--- config.mk ---
export PLATFORM = sky130hd
export DESIGN_NAME = lsu_tlul_host
export DESIGN_NICKNAME = d
export VERILOG_FILES = /design/src/rtl/lsu_tlul_host.sv
export SDC_FILE = /design/constraint.sdc
export NUM_CORES = 1
export LEC_CHECK = 0
export CORE_AREA = 2 2 93 95
export CTS_CLUSTER_DIAMETER = 100
export CTS_CLUSTER_SIZE = 8
export DETAILED_ROUTE_END_ITERATION = 12
export DIE_AREA = 0 0 95 97
export GPL_ROUTABILITY_DRIVEN = 0
export GPL_TIMING_DRIVEN = 0
export PLACE_DENSITY = 0.78
export SLEW_MARGIN = 20
export SYNTH_ARGS = -nofsm -noshare
export SYNTH_HDL_FRONTEND = slang
export SYNTH_SLANG_ARGS = --single-unit
--- constraint.sdc ---
create_clock -name clk_i -period 1.4 [get_ports clk_i]
set_input_delay 0.28 -clock clk_i [delete_from_list [all_inputs] [get_ports clk_i]]
set_output_delay 0.28 -clock clk_i [all_outputs]
set_load 0.01 [all_outputs]
--- src/rtl/lsu_tlul_host.sv ---
// lsu_tlul_host
//   Upstream host adapter for the data-memory path. It turns the core LSU
//   req/gnt/rvalid handshake into TL-UL A/D channel transactions. It derives
//   opcode, size, aligned address and mask from the byte enables, and keeps up
//   to MaxOutstanding in-order requests in flight. Responses and errors are
//   handed back to the core in the same cycle they arrive.
//
// Ports
//   clk_i, rst_ni    clock, asynchronous active-low reset
//   data_req_i       core request valid (held stable until data_gnt_o)
//   data_we_i        1 = store, 0 = load
//   data_be_i        byte enables, bit n = byte lane n
//   data_addr_i      byte address (bits [1:0] ignored, lanes come from data_be_i)
//   data_wdata_i     lane-aligned store data
//   data_gnt_o       request accepted this cycle
//   data_rvalid_o    one-cycle response strobe, in request order
//   data_rdata_o     load data, 0 for store responses
//   data_err_o       response error, qualified by data_rvalid_o
//   tl_h_o / tl_h_i  TL-UL host-to-device / device-to-host bundles

package tlul_pkg;

  localparam logic [2:0] PutFullData    = 3'd0;
  localparam logic [2:0] PutPartialData = 3'd1;
  localparam logic [2:0] Get            = 3'd4;

  localparam logic [2:0] AccessAck      = 3'd0;
  localparam logic [2:0] AccessAckData  = 3'd1;

  typedef struct packed {
    logic        a_valid;
    logic [2:0]  a_opcode;
    logic [2:0]  a_param;
    logic [1:0]  a_size;
    logic [7:0]  a_source;
    logic [31:0] a_address;
    logic [3:0]  a_mask;
    logic [31:0] a_data;
    logic        d_ready;
  } tl_h2d_t;

  typedef struct packed {
    logic        d_valid;
    logic [2:0]  d_opcode;
    logic [7:0]  d_source;
    logic [31:0] d_data;
    logic        d_error;
    logic        a_ready;
  } tl_d2h_t;

endpackage

module lsu_tlul_host
  import tlul_pkg::*;
#(
  parameter int unsigned MaxOutstanding = 2,
  parameter int unsigned SrcW           = 2
) (
  input  logic        clk_i,
  input  logic        rst_ni,
  input  logic        data_req_i,
  input  logic        data_we_i,
  input  logic [3:0]  data_be_i,
  input  logic [31:0] data_addr_i,
  input  logic [31:0] data_wdata_i,
  output logic        data_gnt_o,
  output logic        data_rvalid_o,
  output logic [31:0] data_rdata_o,
  output logic        data_err_o,
  output tl_h2d_t     tl_h_o,
  input  tl_d2h_t     tl_h_i
);

  localparam int unsigned CntW = $clog2(MaxOutstanding + 1);
  localparam logic [CntW-1:0] MaxCnt = CntW'(MaxOutstanding);

  logic [CntW-1:0] outstanding_q, outstanding_d;
  logic [SrcW-1:0] src_q, src_d;
  logic [SrcW-1:0] rsp_src_q, rsp_src_d;

  logic       a_valid;
  logic       grant;
  logic       rsp;
  logic [1:0] a_size;
  logic [1:0] addr_lo;
  logic [2:0] a_opcode;

  // Low address bits are intentionally ignored; the byte lanes decide them.
  logic unused_addr;
  assign unused_addr = ^data_addr_i[1:0];

  // Handshake qualification. a_valid is gated by rst_ni so nothing is offered
  // to the crossbar while reset is held. A response only counts when a request
  // is actually outstanding; anything else is spurious and dropped.
  always_comb begin
    a_valid = rst_ni && data_req_i && (outstanding_q < MaxCnt);
    grant   = a_valid && tl_h_i.a_ready;
    rsp     = tl_h_i.d_valid && (outstanding_q != '0);
  end

  // Size and low address bits from the byte-enable pattern. Naturally aligned
  // halfword and byte patterns shrink the access; every other pattern
  // (including 0000) goes out as a full word with the mask as given.
  always_comb begin
    a_size  = 2'd2;
    addr_lo = 2'd0;
    case (data_be_i)
      4'b0011: begin a_size = 2'd1; addr_lo = 2'd0; end
      4'b1100: begin a_size = 2'd1; addr_lo = 2'd2; end
      4'b0001: begin a_size = 2'd0; addr_lo = 2'd0; end
      4'b0010: begin a_size = 2'd0; addr_lo = 2'd1; end
      4'b0100: begin a_size = 2'd0; addr_lo = 2'd2; end
      4'b1000: begin a_size = 2'd0; addr_lo = 2'd3; end
      default: begin a_size = 2'd2; addr_lo = 2'd0; end
    endcase
  end

  always_comb begin
    a_opcode = Get;
    if (data_we_i) begin
      a_opcode = (data_be_i == 4'b1111) ? PutFullData : PutPartialData;
    end
  end

  always_comb begin
    tl_h_o           = '0;
    tl_h_o.a_valid   = a_valid;
    tl_h_o.a_opcode  = a_opcode;
    tl_h_o.a_param   = 3'd0;
    tl_h_o.a_size    = a_size;
    tl_h_o.a_source  = 8'(src_q);
    tl_h_o.a_address = {data_addr_i[31:2], addr_lo};
    tl_h_o.a_mask    = data_be_i;
    tl_h_o.a_data    = data_we_i ? data_wdata_i : 32'd0;
    tl_h_o.d_ready   = 1'b1;
  end

  // Core-side response. A source that does not match the next expected one is
  // reported as an error but still retires the oldest request.
  always_comb begin
    data_gnt_o    = grant;
    data_rvalid_o = rsp;
    data_rdata_o  = (rsp && (tl_h_i.d_opcode == AccessAckData)) ? tl_h_i.d_data : 32'd0;
    data_err_o    = rsp && (tl_h_i.d_error || (tl_h_i.d_source != 8'(rsp_src_q)));
  end

  // Grant and counted response in the same cycle cancel out.
  always_comb begin
    outstanding_d = outstanding_q;
    case ({grant, rsp})
      2'b10:   outstanding_d = outstanding_q + 1'b1;
      2'b01:   outstanding_d = outstanding_q - 1'b1;
      default: outstanding_d = outstanding_q;
    endcase
    src_d     = grant ? src_q + 1'b1 : src_q;
    rsp_src_d = rsp ? rsp_src_q + 1'b1 : rsp_src_q;
  end

  always_ff @(posedge clk_i or negedge rst_ni) begin
    if (!rst_ni) begin
      outstanding_q <= '0;
      src_q         <= '0;
      rsp_src_q     <= '0;
    end else begin
      outstanding_q <= outstanding_d;
      src_q         <= src_d;
      rsp_src_q     <= rsp_src_d;
    end
  end

endmodule

==> run metrics, run 1 <==
status=complete, but fails checks; failing checks=setup timing; worst setup margin=-400 ps; DP Cell Count=468; Port Buffer Count=195; TritonCTS buffer count=3; FILL cells=794; # rows=33; CP endpoint kind=primary output; vias per inst=3.64; DRT Pass-1 Iters=4; Initial Utilization=0.150; unrepaired setup endpoints after global routing=yes; WP data required=1120 ps; Synth warnings=0; Hold Crit Start=src_q[0]; final instance count without filler cells=483; Worst Path Arrival=1520 ps; crit path from=outstanding_q[0]; synthesized area per cell=7.66 um2; Final nets=499; Worst Setup Path Type=flip-flop to primary output; Sinks on Clock Net=6; Fin. Hold Viols=0; WL final=6600 um; setup violators final=38; mapped cell area=1220 um2; DP Worst Slack=-1100 ps; initial DRC count=11; DRC=0; Final HPWL DP=5590 um; global route overflow=0; Die Ht=97 um; Synth area leader=buf_4; commonest non-fill, non-tap cell in the layout=clkdlybuf4s50_1; CP Launch Type=flip-flop; Post-Syn Instances=159; Lkg Pwr=1.70 nW; fmax=556 MHz; CTS tree=done; synth top area cells=buf_4 (28%), and2_2 (20%), and2_1 (16%); clk slew on worst S/H paths=40 ps; worst hold path type=flip-flop to flip-flop; GRT Total Usage=0.133; largest net degree at the start of global routing=11; Die ar.=9220 um2; root cell of the clock tree=clkbuf_8; htree depth=1; worst-path maximum fanout=5; first-pass GRT wire length=9690 um; Layout area overhead=193%; hold path cells=1; Worst Clk Skew=0.691 ps; post-synth cell types=23; Final Critical Period=1800 ps; Max VDD drop=0.000324 V; most frequent cells in the layout=clkdlybuf4s50_1 (104), buf_4 (52), buf_6 (39); I/O pin cnt=239; Die X=95 um; pwr dens=546 nW/um2; Antenna Violating Nets Remaining=0; clock tree buffer depth=2; number of max-slew violations in the final report=0; number of global-route vias before repair=1,809; register bit total from synthesis=6; layout cells sized above 1=0.479; r2r startpoint=outstanding_q[1]; Routed WL per cell=13.7 um; initial antenna violation count=0; Reg2Reg Depth=7; post-synthesis sequential area ratio=0.123; Max-cap violations=0; post-synth top area share=0.284; Antenna diodes=0; Vias=1,756; core area=8130 um2; Clock Latency Late Sink=220 ps; period utilization=1.29
-- area by class of cell --
cell class              count  area [um2]  area share
clock buffers               3        41.3      0.0116
repair buffers            209        1990       0.557
inverters                   3        13.8     0.00385
well taps                 105         131      0.0368
plain buffers              51         422       0.118
flip-flops and latches      6         153      0.0427
multi-input cells         106         823       0.230
-- cells by family (layout without fill, tap and decap cells) --
kind of cell    Yosys count  after routing  synth area share
flops                     6              6             0.123
fa+ha+maj                 1              1            0.0103
compound gates            4              4            0.0267
other cells               2             11           0.00617
xor+xnor                 10             10            0.0719
simple gates             80             80             0.444
buf+inv                  56            266             0.318
-- what timing repair did --
action / in CTS / in global routing
pin swaps: 36 / 5
gates cloned: 3 / 0
setup buffers: 9 / 2
endpoints found under the hold margin: 0 / 6
resized for setup: 347 / 52
setup endpoints to repair: 84 / 65
hold buffers: 0 / 1
-- power by group --
| group | total, mW | switching, mW | leakage (nW) | internal (mW) |
|---|---|---|---|---|
| Clock | 0.257 | 0.0726 | 0.0216 | 0.185 |
| Sequential | 0.368 | 0.0925 | 0.0686 | 0.275 |
| Combinational | 1.32 | 0.482 | 1.61 | 0.842 |
| Total | 1.95 | 0.647 | 1.70 | 1.30 |
-- worst max-delay path, cell delays in order, from the launching register on --
cell and delay, ps:
dfrtp_2 420, o21ai_4 190, nor4b_4 60, buf_6 130, buf_6 110, clkbuf_8 130
and2_4 140, buf_6 110
-- registers in the layout, indices dropped and copies added (netlist names) --
signal,count
outstanding_q,2
rsp_src_q,2
src_q,2
-- metal layers --
metal / up-vias / GRT usage / share of wire
li1: 872 / - / -
met1: 784 / 0.134 / 0.32
met2: 92 / 0.270 / 0.57
met3: 8 / 0.0265 / 0.096
met4: 0 / 0.0279 / 0.011
met5: - / 0 / 0
-- synth_stat cells --
| cell | instances |
|---|---|
| nor2_1 | 5 |
| a41oi_1 | 1 |
| and4b_2 | 1 |
| o21ai_2 | 1 |
| nor3_1 | 3 |
| or4_1 | 1 |
| and3_1 | 1 |
| and2_2 | 32 |
| a31o_2 | 1 |
| dfrtp_1 | 6 |
| a31oi_1 | 1 |
| clkbuf_1 | 4 |
| and2_1 | 32 |
| clkbuf_2 | 3 |
| nor4_1 | 1 |
| inv_1 | 3 |
| xor2_1 | 2 |
| nor4b_4 | 1 |
| conb_1 | 2 |
| nand2_1 | 3 |
| buf_4 | 46 |
| xnor2_1 | 8 |
| ha_1 | 1 |
-- final timing paths --
path / to / slack [ps]
max: data_rdata_o[14] / -400
min: src_q[0] / 480
max reg2reg: outstanding_q[1] / -160
min reg2reg: src_q[0] / 480
max in group asynchronous: outstanding_q[0] / 640
min in group asynchronous: rsp_src_q[0] / 510
-- through the flow --
stage | setup TNS (ps) | util | hold slack [ps] | area, um2 | total power, mW
2_1_floorplan | -250 | - | -15.6 | 1280 | 0.895
3_3_place_gp | -64540 | 0.413 | 460 | 3360 | 1.56
3_5_place_dp | -67160 | 0.413 | 482 | 3360 | 1.60
4_1_cts | -14380 | 0.442 | 76.5 | 3590 | 1.96
5_1_grt | -13770 | 0.439 | 497 | 3570 | 2.09
6_report | -11910 | 0.439 | 478 | 3570 | 1.95
Power figures use the tool's default switching activity.
==> run 2: changes to the inputs <==
--- a/config.mk
+++ b/config.mk
@@ -17,3 +17,4 @@
 export SYNTH_ARGS = -nofsm -noshare
 export SYNTH_HDL_FRONTEND = slang
 export SYNTH_SLANG_ARGS = --single-unit
+export TNS_END_PERCENT = 1
==> run metrics, run 2 (synthesis gave the netlist of run 1 again) <==
CP peak stage delay=420 ps (about the same); Final HPWL DP=5290 um (was 5590 um); Clock Latency Late Sink=220 ps (about the same); worst setup margin=-418 ps (was -400 ps); number of global-route vias before repair=1,854 (was 1,809); worst hold path type=flip-flop to flip-flop (unchanged); Sinks on Clock Net=6 (unchanged); hold slack final=492 ps (was 478 ps); R2R Setup Slk=-100 ps (was -160 ps); final instance count without filler cells=479 (was 483); Die ar.=9220 um2 (unchanged); commonest non-fill, non-tap cell in the layout=clkdlybuf4s50_1 (unchanged); clk slew on worst S/H paths=40 ps (about the same); # rows=33 (unchanged); Lkg Pwr=1.65 nW (was 1.70 nW); Design Area, Final=3460 um2 (was 3570 um2); Worst Path Buf+Inv=4 (unchanged); initial DRC count=54 (was 11); Final Util=0.425 (was 0.439); failing checks=setup timing (unchanged); status=complete, but fails checks (unchanged); fmax=550 MHz (was 556 MHz); clock tree buffer depth=2 (unchanged); Die Ht=97 um (unchanged); unrepaired setup endpoints after global routing=yes (unchanged); setup violators final=37 (was 38); Max-cap violations=0 (unchanged); CP Launch Type=flip-flop (unchanged); r2r startpoint=outstanding_q[0] (was outstanding_q[1]); Port Buffer Count=195 (unchanged); period utilization=1.30 (was 1.29); DRT Pass-1 Iters=4 (unchanged); global route overflow=0 (unchanged); Max VDD drop=0.000360 V (was 0.000324 V); Vias=1,771 (was 1,756); CP endpoint kind=primary output (unchanged); worst-path maximum fanout=5 (unchanged); WP data required=1120 ps (about the same); Worst Path Arrival=1540 ps (was 1520 ps); first-pass GRT wire length=8990 um (was 9690 um); Antenna diodes=0 (unchanged); vias per inst=3.70 (was 3.64); Worst Clk Skew=2.28 ps (was 0.691 ps); Final nets=495 (was 499); TritonCTS buffer count=3 (unchanged); DP Worst Slack=-1070 ps (was -1100 ps); overall power=1.90 mW (was 1.95 mW); TNS Setup=-12,310 ps (was -11,910 ps); pwr dens=548 nW/um2 (was 546 nW/um2); GRT Total Usage=0.120 (was 0.133); hold path cells=1 (unchanged); Fin. Hold Viols=0 (unchanged); Slowest-stage cell, CP=dfrtp_2 (unchanged); Initial Utilization=0.150 (unchanged); Antenna Violating Nets Remaining=0 (unchanged); DP Cell Count=468 (unchanged); initial antenna violation count=0 (unchanged); root cell of the clock tree=clkbuf_8 (unchanged); core area=8130 um2 (unchanged); Layout area overhead=184% (was 193%); Reg2Reg Depth=7 (unchanged); I/O pin cnt=239 (unchanged); Worst Setup Path Type=flip-flop to primary output (unchanged); WL final=6040 um (was 6600 um); htree depth=1 (unchanged); DRC=0 (unchanged); CTS tree=done (unchanged); number of max-slew violations in the final report=0 (unchanged); Cell Area, Placed=3360 um2 (unchanged); Die X=95 um (unchanged); Final Critical Period=1820 ps (was 1800 ps); layout cells sized above 1=0.471 (was 0.479); most frequent cells in the layout=clkdlybuf4s50_1 (101), buf_4 (55), buf_6 (35) (was clkdlybuf4s50_1 (104), buf_4 (52), buf_6 (39)); worst reg2reg endpoint=outstanding_q[1] (unchanged); cell family with most CP delay=buffers and inverters (unchanged); Hold Crit Start=rsp_src_q[1] (was src_q[0]); top flop regs=outstanding_q x2, rsp_src_q x2, src_q x2 (unchanged); Routed WL per cell=12.6 um (was 13.7 um); Hold Crit Endpoint=rsp_src_q[1] (was src_q[0]); CP most frequent cell=buf_6 (unchanged); largest net degree at the start of global routing=11 (unchanged); CP cell instances=o21ai_4 -> nor4b_4 -> buf_4 -> buf_6 -> buf_8 -> and2_4 -> buf_6 (was o21ai_4 -> nor4b_4 -> buf_6 -> buf_6 -> clkbuf_8 -> and2_4 -> buf_6)
## run 2: cell types whose count changed in the layout (fill, tap and decap cells not counted), moves of 3 or more
cell             change
buf_6                -4
buf_2                -4
and2_2              +10
clkdlybuf4s50_1      -3
clkbuf_2             +4
buf_4                +3
and2_4              -11
clkbuf_8             -3
## run 2: worst reg2reg max path: stages, from the launching register on
cell,delay (ps)
dfrtp_2,420
o21ai_4,190
buf_4,160
inv_1,90
ha_4,170
xnor2_1,120
nor2_1,120
xor2_1,160
## run 2: what timing repair did
item	in CTS	in global routing
endpoints found under the hold margin	6	0
hold buffers	1	0
gates cloned	2	0
buffers inserted	5	0
setup endpoints to repair	83	71
resized for setup	314	49
pin swaps	26	4
## run 2: metal layers
layer  global-route usage  vias up  share of wire  routed length, um
li1                     -      863              -                  -
met1                0.107      784           0.29               1770
met3               0.0382        6           0.13                789
met4               0.0167        0         0.0079                 48
met5                    0        -              0                  0
met2                0.252      118           0.57               3440
## run 2: worst max path at each step
stage / cells past startpoint / slack, ps / from / end
final: 7 / -420 / outstanding_q[0] / data_rdata_o[13]
after global routing: 7 / -470 / outstanding_q[0] / data_rdata_o[13]
after CTS: 7 / -480 / outstanding_q[1] / data_rdata_o[13]
after detailed placement: 6 / -1070 / tl_h_i[45] / data_rdata_o[13]
after global placement: 6 / -1040 / tl_h_i[45] / data_rdata_o[13]
after floorplan: 7 / -30 / outstanding_q[1] / outstanding_q[1]
## run 2: cell type report
class,instances,area [um2]
Fill cell,776,4670
Clock buffer,3,41.3
Inverter,3,13.8
Tap cell,105,131
Buffer,53,425
Multi-Input combinational cell,106,777
Timing Repair Buffer,203,1920
Sequential cell,6,153
## run 2: power breakdown
part / switching (mW) / total [mW] / internal (mW)
clock network: 0.0668 / 0.251 / 0.184
logic: 0.466 / 1.27 / 0.807
registers: 0.0962 / 0.372 / 0.275
